$ cat src/rtl/fft_bfly_sequencer.sv
// fft_bfly_sequencer: radix-2 DIT FFT butterfly address/twiddle sequencer; `define FFT_HOLD_EN adds a hold input
module fft_bfly_sequencer #(
    parameter int LOG2N    = 3,
    parameter int BFLY_LAT = 2
) (
    input  logic             clk,
    input  logic             rst,
    input  logic             start,
`ifdef FFT_HOLD_EN
    input  logic             hold,
`endif
    output logic             busy,
    output logic             done,
    output logic [3:0]       stage,
    output logic             rd_en,
    output logic [LOG2N-1:0] rd_addr_even,
    output logic [LOG2N-1:0] rd_addr_odd,
    output logic [LOG2N-2:0] tw_idx,
    output logic             wr_en,
    output logic [LOG2N-1:0] wr_addr_even,
    output logic [LOG2N-1:0] wr_addr_odd
);
    localparam int KW = LOG2N - 1;
    localparam logic [KW-1:0] KMAX = '1;
    localparam logic [3:0] SMAX = 4'(LOG2N - 1);
    localparam logic [3:0] DMAX = 4'(BFLY_LAT);

    typedef enum logic [1:0] {IDLE, ISSUE, DRAIN, FIN} state_t;

    state_t           r_state, w_next;
    logic [KW-1:0]    r_k;
    logic [3:0]       r_s, r_d;
    logic             w_run, w_issue, w_rd_en;
    logic [LOG2N-1:0] w_kx, w_mask, w_pos, w_even, w_odd;
    logic [KW-1:0]    w_tw;
    logic             r_we  [BFLY_LAT+1];
    logic [LOG2N-1:0] r_wae [BFLY_LAT+1];
    logic [LOG2N-1:0] r_wao [BFLY_LAT+1];

`ifdef FFT_HOLD_EN
    assign w_run = ~hold;
`else
    assign w_run = 1'b1;
`endif

    // butterfly k of stage s: insert a zero at bit s of k for the even operand
    assign w_issue = (r_state == ISSUE);
    assign w_rd_en = w_issue & w_run;
    assign w_kx    = {1'b0, r_k};
    assign w_mask  = (LOG2N'(1) << r_s) - LOG2N'(1);
    assign w_pos   = w_kx & w_mask;
    assign w_even  = ((w_kx & ~w_mask) << 1) | w_pos;
    assign w_odd   = w_even | (LOG2N'(1) << r_s);
    assign w_tw    = w_pos[KW-1:0] << (SMAX - r_s);

    assign busy         = (r_state == ISSUE) || (r_state == DRAIN);
    assign done         = (r_state == FIN) && w_run;
    assign stage        = busy ? r_s : 4'd0;
    assign rd_en        = w_rd_en;
    assign rd_addr_even = w_issue ? w_even : '0;
    assign rd_addr_odd  = w_issue ? w_odd : '0;
    assign tw_idx       = w_issue ? w_tw : '0;
    assign wr_en        = r_we[BFLY_LAT] & w_run;
    assign wr_addr_even = r_wae[BFLY_LAT];
    assign wr_addr_odd  = r_wao[BFLY_LAT];

    // next-state: one butterfly per ISSUE cycle, drain until the stage's last write lands
    always_comb begin
        w_next = r_state;
        unique case (r_state)
            IDLE:  w_next = start ? ISSUE : IDLE;
            ISSUE: w_next = (r_k == KMAX) ? DRAIN : ISSUE;
            DRAIN: w_next = (r_d == DMAX) ? ((r_s == SMAX) ? FIN : ISSUE) : DRAIN;
            FIN:   w_next = IDLE;
        endcase
        if (!w_run) w_next = r_state;
    end

    // state register and butterfly/stage/drain counters, all frozen while held
    always_ff @(posedge clk) begin
        if (rst) begin
            r_state <= IDLE;
            r_k     <= '0;
            r_s     <= '0;
            r_d     <= '0;
        end else if (w_run) begin
            r_state <= w_next;
            r_k     <= w_issue ? r_k + 1'b1 : '0;
            r_d     <= (r_state == DRAIN) ? r_d + 4'd1 : 4'd0;
            r_s     <= (r_state == IDLE) ? 4'd0 :
                       (r_state == DRAIN && w_next == ISSUE) ? r_s + 4'd1 : r_s;
        end
    end

    // write-back delay line matching read latency plus butterfly pipeline
    always_ff @(posedge clk) begin
        if (rst) begin
            for (int i = 0; i <= BFLY_LAT; i++) begin
                r_we[i]  <= 1'b0;
                r_wae[i] <= '0;
                r_wao[i] <= '0;
            end
        end else if (w_run) begin
            r_we[0]  <= w_rd_en;
            r_wae[0] <= rd_addr_even;
            r_wao[0] <= rd_addr_odd;
            for (int i = 1; i <= BFLY_LAT; i++) begin
                r_we[i]  <= r_we[i-1];
                r_wae[i] <= r_wae[i-1];
                r_wao[i] <= r_wao[i-1];
            end
        end
    end
endmodule

$ cat config.mk
export PLATFORM = sky130hd
export DESIGN_NAME = fft_bfly_sequencer
export DESIGN_NICKNAME = d
export VERILOG_FILES = /design/src/rtl/fft_bfly_sequencer.sv
export SDC_FILE = /design/constraint.sdc
export NUM_CORES = 1
export LEC_CHECK = 0
export CORE_MARGIN = 2
export CORE_UTILIZATION = 50
export CTS_BUF_LIST = sky130_fd_sc_hd__clkbuf_4 sky130_fd_sc_hd__clkbuf_8
export DETAILED_ROUTE_END_ITERATION = 6
export GPL_ROUTABILITY_DRIVEN = 0
export GPL_TIMING_DRIVEN = 1
export PLACE_DENSITY = 0.76
export SYNTH_ARGS = -nofsm -noshare
export SYNTH_HDL_FRONTEND = slang
export SYNTH_SLANG_ARGS = --single-unit
$ cat constraint.sdc
create_clock -name clk -period 3.5 [get_ports clk]
set_input_delay 0.7 -clock clk [delete_from_list [all_inputs] [get_ports clk]]
set_output_delay 0.7 -clock clk [all_outputs]
set_load 0.05 [all_outputs]
==> results.py, run 1 <==
metrics = {
    "run_status": {
        "outcome": "finished clean",
    },
    "clock_tree": {
        "clk_latency_ns": 0.32,
        "cts_resized": 0,
        "post-cts-setup-buffer-count": 0,
        "cts_root_buf": "clkbuf_4",
        "hold_buffers": 0,
        "clockBufferDepth": 2,
        "cts.sinks": 33,
        "cts_tree": "done",
        "numCtsBuffers": 5,
        "clk_pin_slew_ns": 0.10,
        "htree_levels": 2,
    },
    "floorplan": {
        "initial_core_util_pct": 52.3,
        "dieArea_mm2": 0.00330,
        "die_w_um": 57.5,
        "design.core.area_mm2": 0.00273,
        "ios": 25,
        "rows": 19,
        "die_height_um": 57.5,
    },
    "route": {
        "wl_um": 2390,
        "wl_met2_um": 1090,
        "drc": 0,
        "vias_per_cell": 5.05,
        "drt_iter0_drc": 34,
        "wl_met3_um": 117,
        "drt-met1-wl_um": 1140,
        "firstDrtPassIters": 4,
        "wire_per_inst_um": 12.0,
        "num_vias": 1005,
        "antenna_left": 0,
        "top_layer_used": "met4",
    },
    "setup_path": {
        "regToRegSetupSlack_ns": 1.74,
        "cp_slowest_cell": "clkdlybuf4s50_1",
        "startpoint_type": "register",
        "max_stage_delay_ns": 0.84,
        "required_ns": 2.80,
        "arrival_ns": 2.51,
        "crit_family": "buffers and inverters",
        "reg2regPathDepth": 5,
        "timing.rr.start": "r_s[0]",
        "path_max_fanout": 12,
        "setup.worst_path.class": "reg2out",
        "worstReg2RegEnd": "r_s[2]",
        "cp.buffers_inverters": 1,
        "cp_cell_sequence": "ha_1, o41a_1, nor4_2, clkdlybuf4s50_1",
        "end_kind": "output port",
    },
    "finish": {
        "layout.nets": 179,
        "stdcell_area_mm2": 0.00168,
        "final_core_util_pct": 61.6,
        "seq_area_um2": 661,
        "multiInputGateArea_um2": 658,
        "fin_cells": 199,
        "drive_above_1_share_pct": 8.33,
        "most-common-layout-cells": "33 x dfxtp_1, 24 x clkdlybuf4s50_1, 16 x nor2_1, 15 x nor2b_1",
        "n_fill_cell": 227,
        "mostFrequentLayoutCell": "dfxtp_1",
        "diodes": 0,
        "areaGrowthSynthToFinish_pct": 17.8,
    },
    "logic_synthesis": {
        "yosys_warnings": 0,
        "ys_ff_latch": 33,
        "seq_area_frac_synth_pct": 46.2,
        "yosys.area.top_type_share_pct": 46.2,
        "async_reset_ff_share_pct": 0,
        "synth_area_leader_cell": "dfxtp_1",
        "synth_area_per_cell_um2": 9.65,
        "synth_cell_types": 34,
        "synth_edf_count": 0,
        "synthCells": 148,
        "syn_area_mm2": 0.00143,
        "synth_top_flop_cell": "dfxtp_1",
        "syn-num-nets": 160,
        "yosys-top-cells-area": "dfxtp_1 46%, ha_1 7.9%, nor2b_1 6.6%",
    },
    "global_route": {
        "grt_max_degree": 23,
        "grt_overflow": 0,
        "antenna_found_initial": 0,
        "grt_pass1_wl_um": 4170,
        "grt_pass1_vias": 968,
        "grt_usage_pct": 16.4,
    },
    "pwr": {
        "total_power_w": 0.000633,
        "p_leak_nw": 0.649,
        "powerDensity_mw_per_mm2": 376,
        "ir_drop_v": 0.000380,
    },
    "timing": {
        "max_slew.worst_pin.slew_ns": 0.712,
        "final_max_slew_viol_count": 0,
        "period_minus_slack_ns": 3.21,
        "hold_viol_final": 0,
        "setup_violations": 0,
        "finalSetupTns_ns": 0,
        "slew_headroom_pct": 52.4,
        "period_share_pct": 91.8,
        "fmax_mhz": 311,
        "finClkSkew_ns": 0.00639,
        "rsz0062_at_grt": "no",
    },
    "worst_hold_path": {
        "hold_end": "r_wao[0][5]",
        "hold_depth": 1,
        "min-delay-start": "r_wao[0][2]",
        "hold_path.class": "reg2reg",
    },
    "flow_run": {
        "drv_cap": 0,
    },
    "place": {
        "portBuffers": 24,
        "placed_cell_area_mm2": 0.00163,
        "dpl.hpwl_um": 1730,
        "dp.cells": 191,
    },
}
[cell families (layout without fill, tap and decap cells)]
logic type,count (synthesis),in the layout,synth area share [%]
muxes,5,5,3.50
adders and majority gates,9,9,7.88
xor gates and xnor gates,2,2,1.23
buffers and inverters,20,40,7.71
AOI/OAI and AO/OA,11,11,6.04
and+or+nand+nor,68,68,27.4
DFF,33,33,46.2
[through the flow]
stage / worst slack, ns / hold WS (ns)
6_report: 0.286 / 0.447
4_1_cts: 0.276 / 0.451
3_5_place_dp: 0.661 / 0.422
2_1_floorplan: 0.419 / 0.414
5_1_grt: 0.140 / 0.464
3_3_place_gp: 0.699 / 0.416
[worst register-to-register path, stage by stage (launching register included)]
cell      delay, ns
dfxtp_1        0.52
inv_1          0.16
ha_1           0.23
and4bb_2       0.25
nor4b_2        0.33
mux2i_1        0.21
[power by group]
| group | switching (W) | internal (W) | leakage, nW |
|---|---|---|---|
| clock network | 0.000124 | 0.0000756 | 0.0310 |
| logic | 0.0000333 | 0.0000166 | 0.351 |
| registers | 0.00000303 | 0.000380 | 0.267 |
[worst max path at each step]
stage / from / slack (ns) / cells past startpoint / to
after floorplan: r_state[1] / 0.42 / 5 / tw_idx[0]
after global placement: r_s[1] / 0.70 / 4 / tw_idx[1]
after detailed placement: r_s[1] / 0.66 / 4 / tw_idx[1]
after CTS: r_s[1] / 0.28 / 4 / tw_idx[1]
after global routing: r_s[1] / 0.14 / 4 / tw_idx[0]
final: r_s[1] / 0.29 / 4 / tw_idx[1]
[final cells by class]
cell class              count  area share (%)
flip-flops and latches     33            39.3
multi-input cells          95            39.1
repair buffers             24            14.3
well taps                  31            2.30
clock buffers               5            2.23
inverters                   8            1.78
clock inverters             3            1.04
[cells in the mapped netlist (all sizes together) (2+ instances only)]
master,n
nor4,3
nor3,3
mux2i,5
nand2b,4
ha,9
buf,10
nor2,16
o31a,2
a21oi,3
nand2,9
nand3,2
a21boi,2
clkbuf,2
or3,3
and2,6
nor2b,15
inv,8
dfxtp,33
[sequential cells by signal, summed over array words and instances (netlist names)]
register	flops
r_wae	9
r_we	3
r_wao	9
r_state	2
r_k	2
r_d	4
r_s	4
[per-layer routing]
layer  global-route usage, %  up-vias
li1                        -      514
met3                    5.44        4
met1                    21.2      456
met5                       0        -
met4                    7.31        0
met2                    25.0       31
No activity file was read; power rests on OpenSTA's default activity.
==> run 2, diff against run 1 <==
- PLACE_DENSITY: 0.76 -> 0.86
- SLEW_MARGIN: unset -> 20
==> results.py, run 2 (synthesized netlist as in run 1, its figures left out) <==
metrics = {
    "finish": {
        "reg.largest.list": "r_wae: 9 flops, r_wao: 9 flops",
        "diodes": 0,
        "multiInputGateArea_um2": 658,
        "drive_above_1_share_pct": 8.33,
        "seq_area_um2": 661,
        "layout.nets": 179,
        "most-common-layout-cells": "33 x dfxtp_1, 24 x clkdlybuf4s50_1, 16 x nor2_1, 15 x nor2b_1",
        "n_fill_cell": 222,
        "mostFrequentLayoutCell": "dfxtp_1",
        "areaGrowthSynthToFinish_pct": 20.1,
    },
    "clock_tree": {
        "htree_levels": 2,
        "post-cts-setup-buffer-count": 0,
        "clk_latency_ns": 0.32,
        "clk_pin_slew_ns": 0.09,
        "clockBufferDepth": 2,
        "cts_root_buf": "clkbuf_4",
        "hold_buffers": 0,
        "numCtsBuffers": 5,
        "cts.sinks": 33,
        "cts_tree": "done",
        "cts_resized": 0,
    },
    "place": {
        "dpl.hpwl_um": 1860,
        "portBuffers": 24,
    },
    "timing": {
        "final_max_slew_viol_count": 0,
        "finClkSkew_ns": 0.00547,
        "hold_viol_final": 0,
        "slew_headroom_pct": 51.9,
        "fmax_mhz": 309,
        "rsz0062_at_grt": "no",
        "finalSetupTns_ns": 0,
        "period_minus_slack_ns": 3.24,
        "setup_violations": 0,
        "worst_hold_slack_ns": 0.443,
        "max_slew.worst_pin.slew_ns": 0.719,
        "period_share_pct": 92.4,
    },
    "flow_run": {
        "drv_cap": 0,
    },
    "global_route": {
        "grt_pass1_wl_um": 4260,
        "grt_pass1_vias": 997,
        "antenna_found_initial": 0,
        "grt_overflow": 0,
        "grt_usage_pct": 16.8,
        "grt_max_degree": 23,
    },
    "route": {
        "drc": 0,
        "wl_met2_um": 1230,
        "top_layer_used": "met4",
        "wire_per_inst_um": 12.6,
        "vias_per_cell": 5.12,
        "drt_iter0_drc": 15,
        "wl_met3_um": 151,
        "antenna_left": 0,
        "wl_um": 2510,
        "num_vias": 1019,
        "drt-met1-wl_um": 1090,
        "firstDrtPassIters": 4,
    },
    "pwr": {
        "powerDensity_mw_per_mm2": 427,
        "total_power_w": 0.000733,
        "p_leak_nw": 0.667,
        "ir_drop_v": 0.000333,
    },
    "floorplan": {
        "dieArea_mm2": 0.00330,
        "initial_core_util_pct": 52.3,
        "ios": 25,
        "design.core.area_mm2": 0.00273,
        "die_w_um": 57.5,
        "die_height_um": 57.5,
        "rows": 19,
    },
    "setup_path": {
        "required_ns": 2.80,
        "path_max_fanout": 12,
        "arrival_ns": 2.54,
        "end_kind": "output port",
        "startpoint_type": "register",
        "setup.worst_path.class": "reg2out",
    },
    "run_status": {
        "outcome": "finished clean",
    },
    "worst_hold_path": {
        "hold_path.class": "reg2reg",
    },
}
## run 2: cell count changes in the layout (fill, tap and decap cells not counted), sizes merged
| cell | delta |
|---|---|
| clkinv | -2 |
| clkbuf | +2 |
| clkinvlp | -1 |
| bufinv | +1 |
## run 2: where the power goes
group | leakage (nW) | total, W | switching (W) | internal, W
sequential | 0.267 | 0.000383 | 0.00000297 | 0.000380
combinational | 0.351 | 0.0000501 | 0.0000334 | 0.0000166
clock | 0.0489 | 0.000299 | 0.000121 | 0.000178
total | 0.667 | 0.000733 | 0.000157 | 0.000575
## run 2: worst max-delay path, stage by stage, from the launching register on
cell	delay, ns
dfxtp_1	0.43
ha_1	0.27
o41a_1	0.45
nor4_2	0.22
clkdlybuf4s50_1	0.84
## run 2: final cells by class
| class | instances | area share (%) |
|---|---|---|
| flip-flops and latches | 33 | 38.5 |
| clock inverters | 1 | 1.75 |
| multi-input cells | 95 | 38.3 |
| repair buffers | 24 | 14.0 |
| inverters | 8 | 1.75 |
| well taps | 31 | 2.26 |
| clock buffers | 7 | 3.43 |
## run 2: final timing paths
kind / startpoint / end / slack (ns) / cells past startpoint
setup / recovery: r_s[1] / tw_idx[1] / 0.26 / 4
hold / removal: r_wao[0][1] / r_wao[0][4] / 0.44 / 1
hold reg to reg: r_wao[0][1] / r_wao[0][4] / 0.44 / 1
setup reg to reg: r_s[0] / r_s[2] / 1.82 / 5
## run 2: layer usage
layer / vias up / track usage [%]
li1: 515 / -
met1: 473 / 19.4
met2: 25 / 28.2
met3: 6 / 5.90
met4: 0 / 6.98
met5: - / 0
## run 2: metrics by stage
stage / util [%] / area [um2] / worst slack (ns) / instances
detailed placement: 59.5 / 1630 / 0.607 / 191
CTS: 62.8 / 1720 / 0.260 / 199
global placement: 59.5 / 1630 / 0.701 / 191
finish: 62.8 / 1720 / 0.265 / 199
global route: 62.8 / 1720 / 0.138 / 199
floorplan: - / 1430 / 0.419 / 148
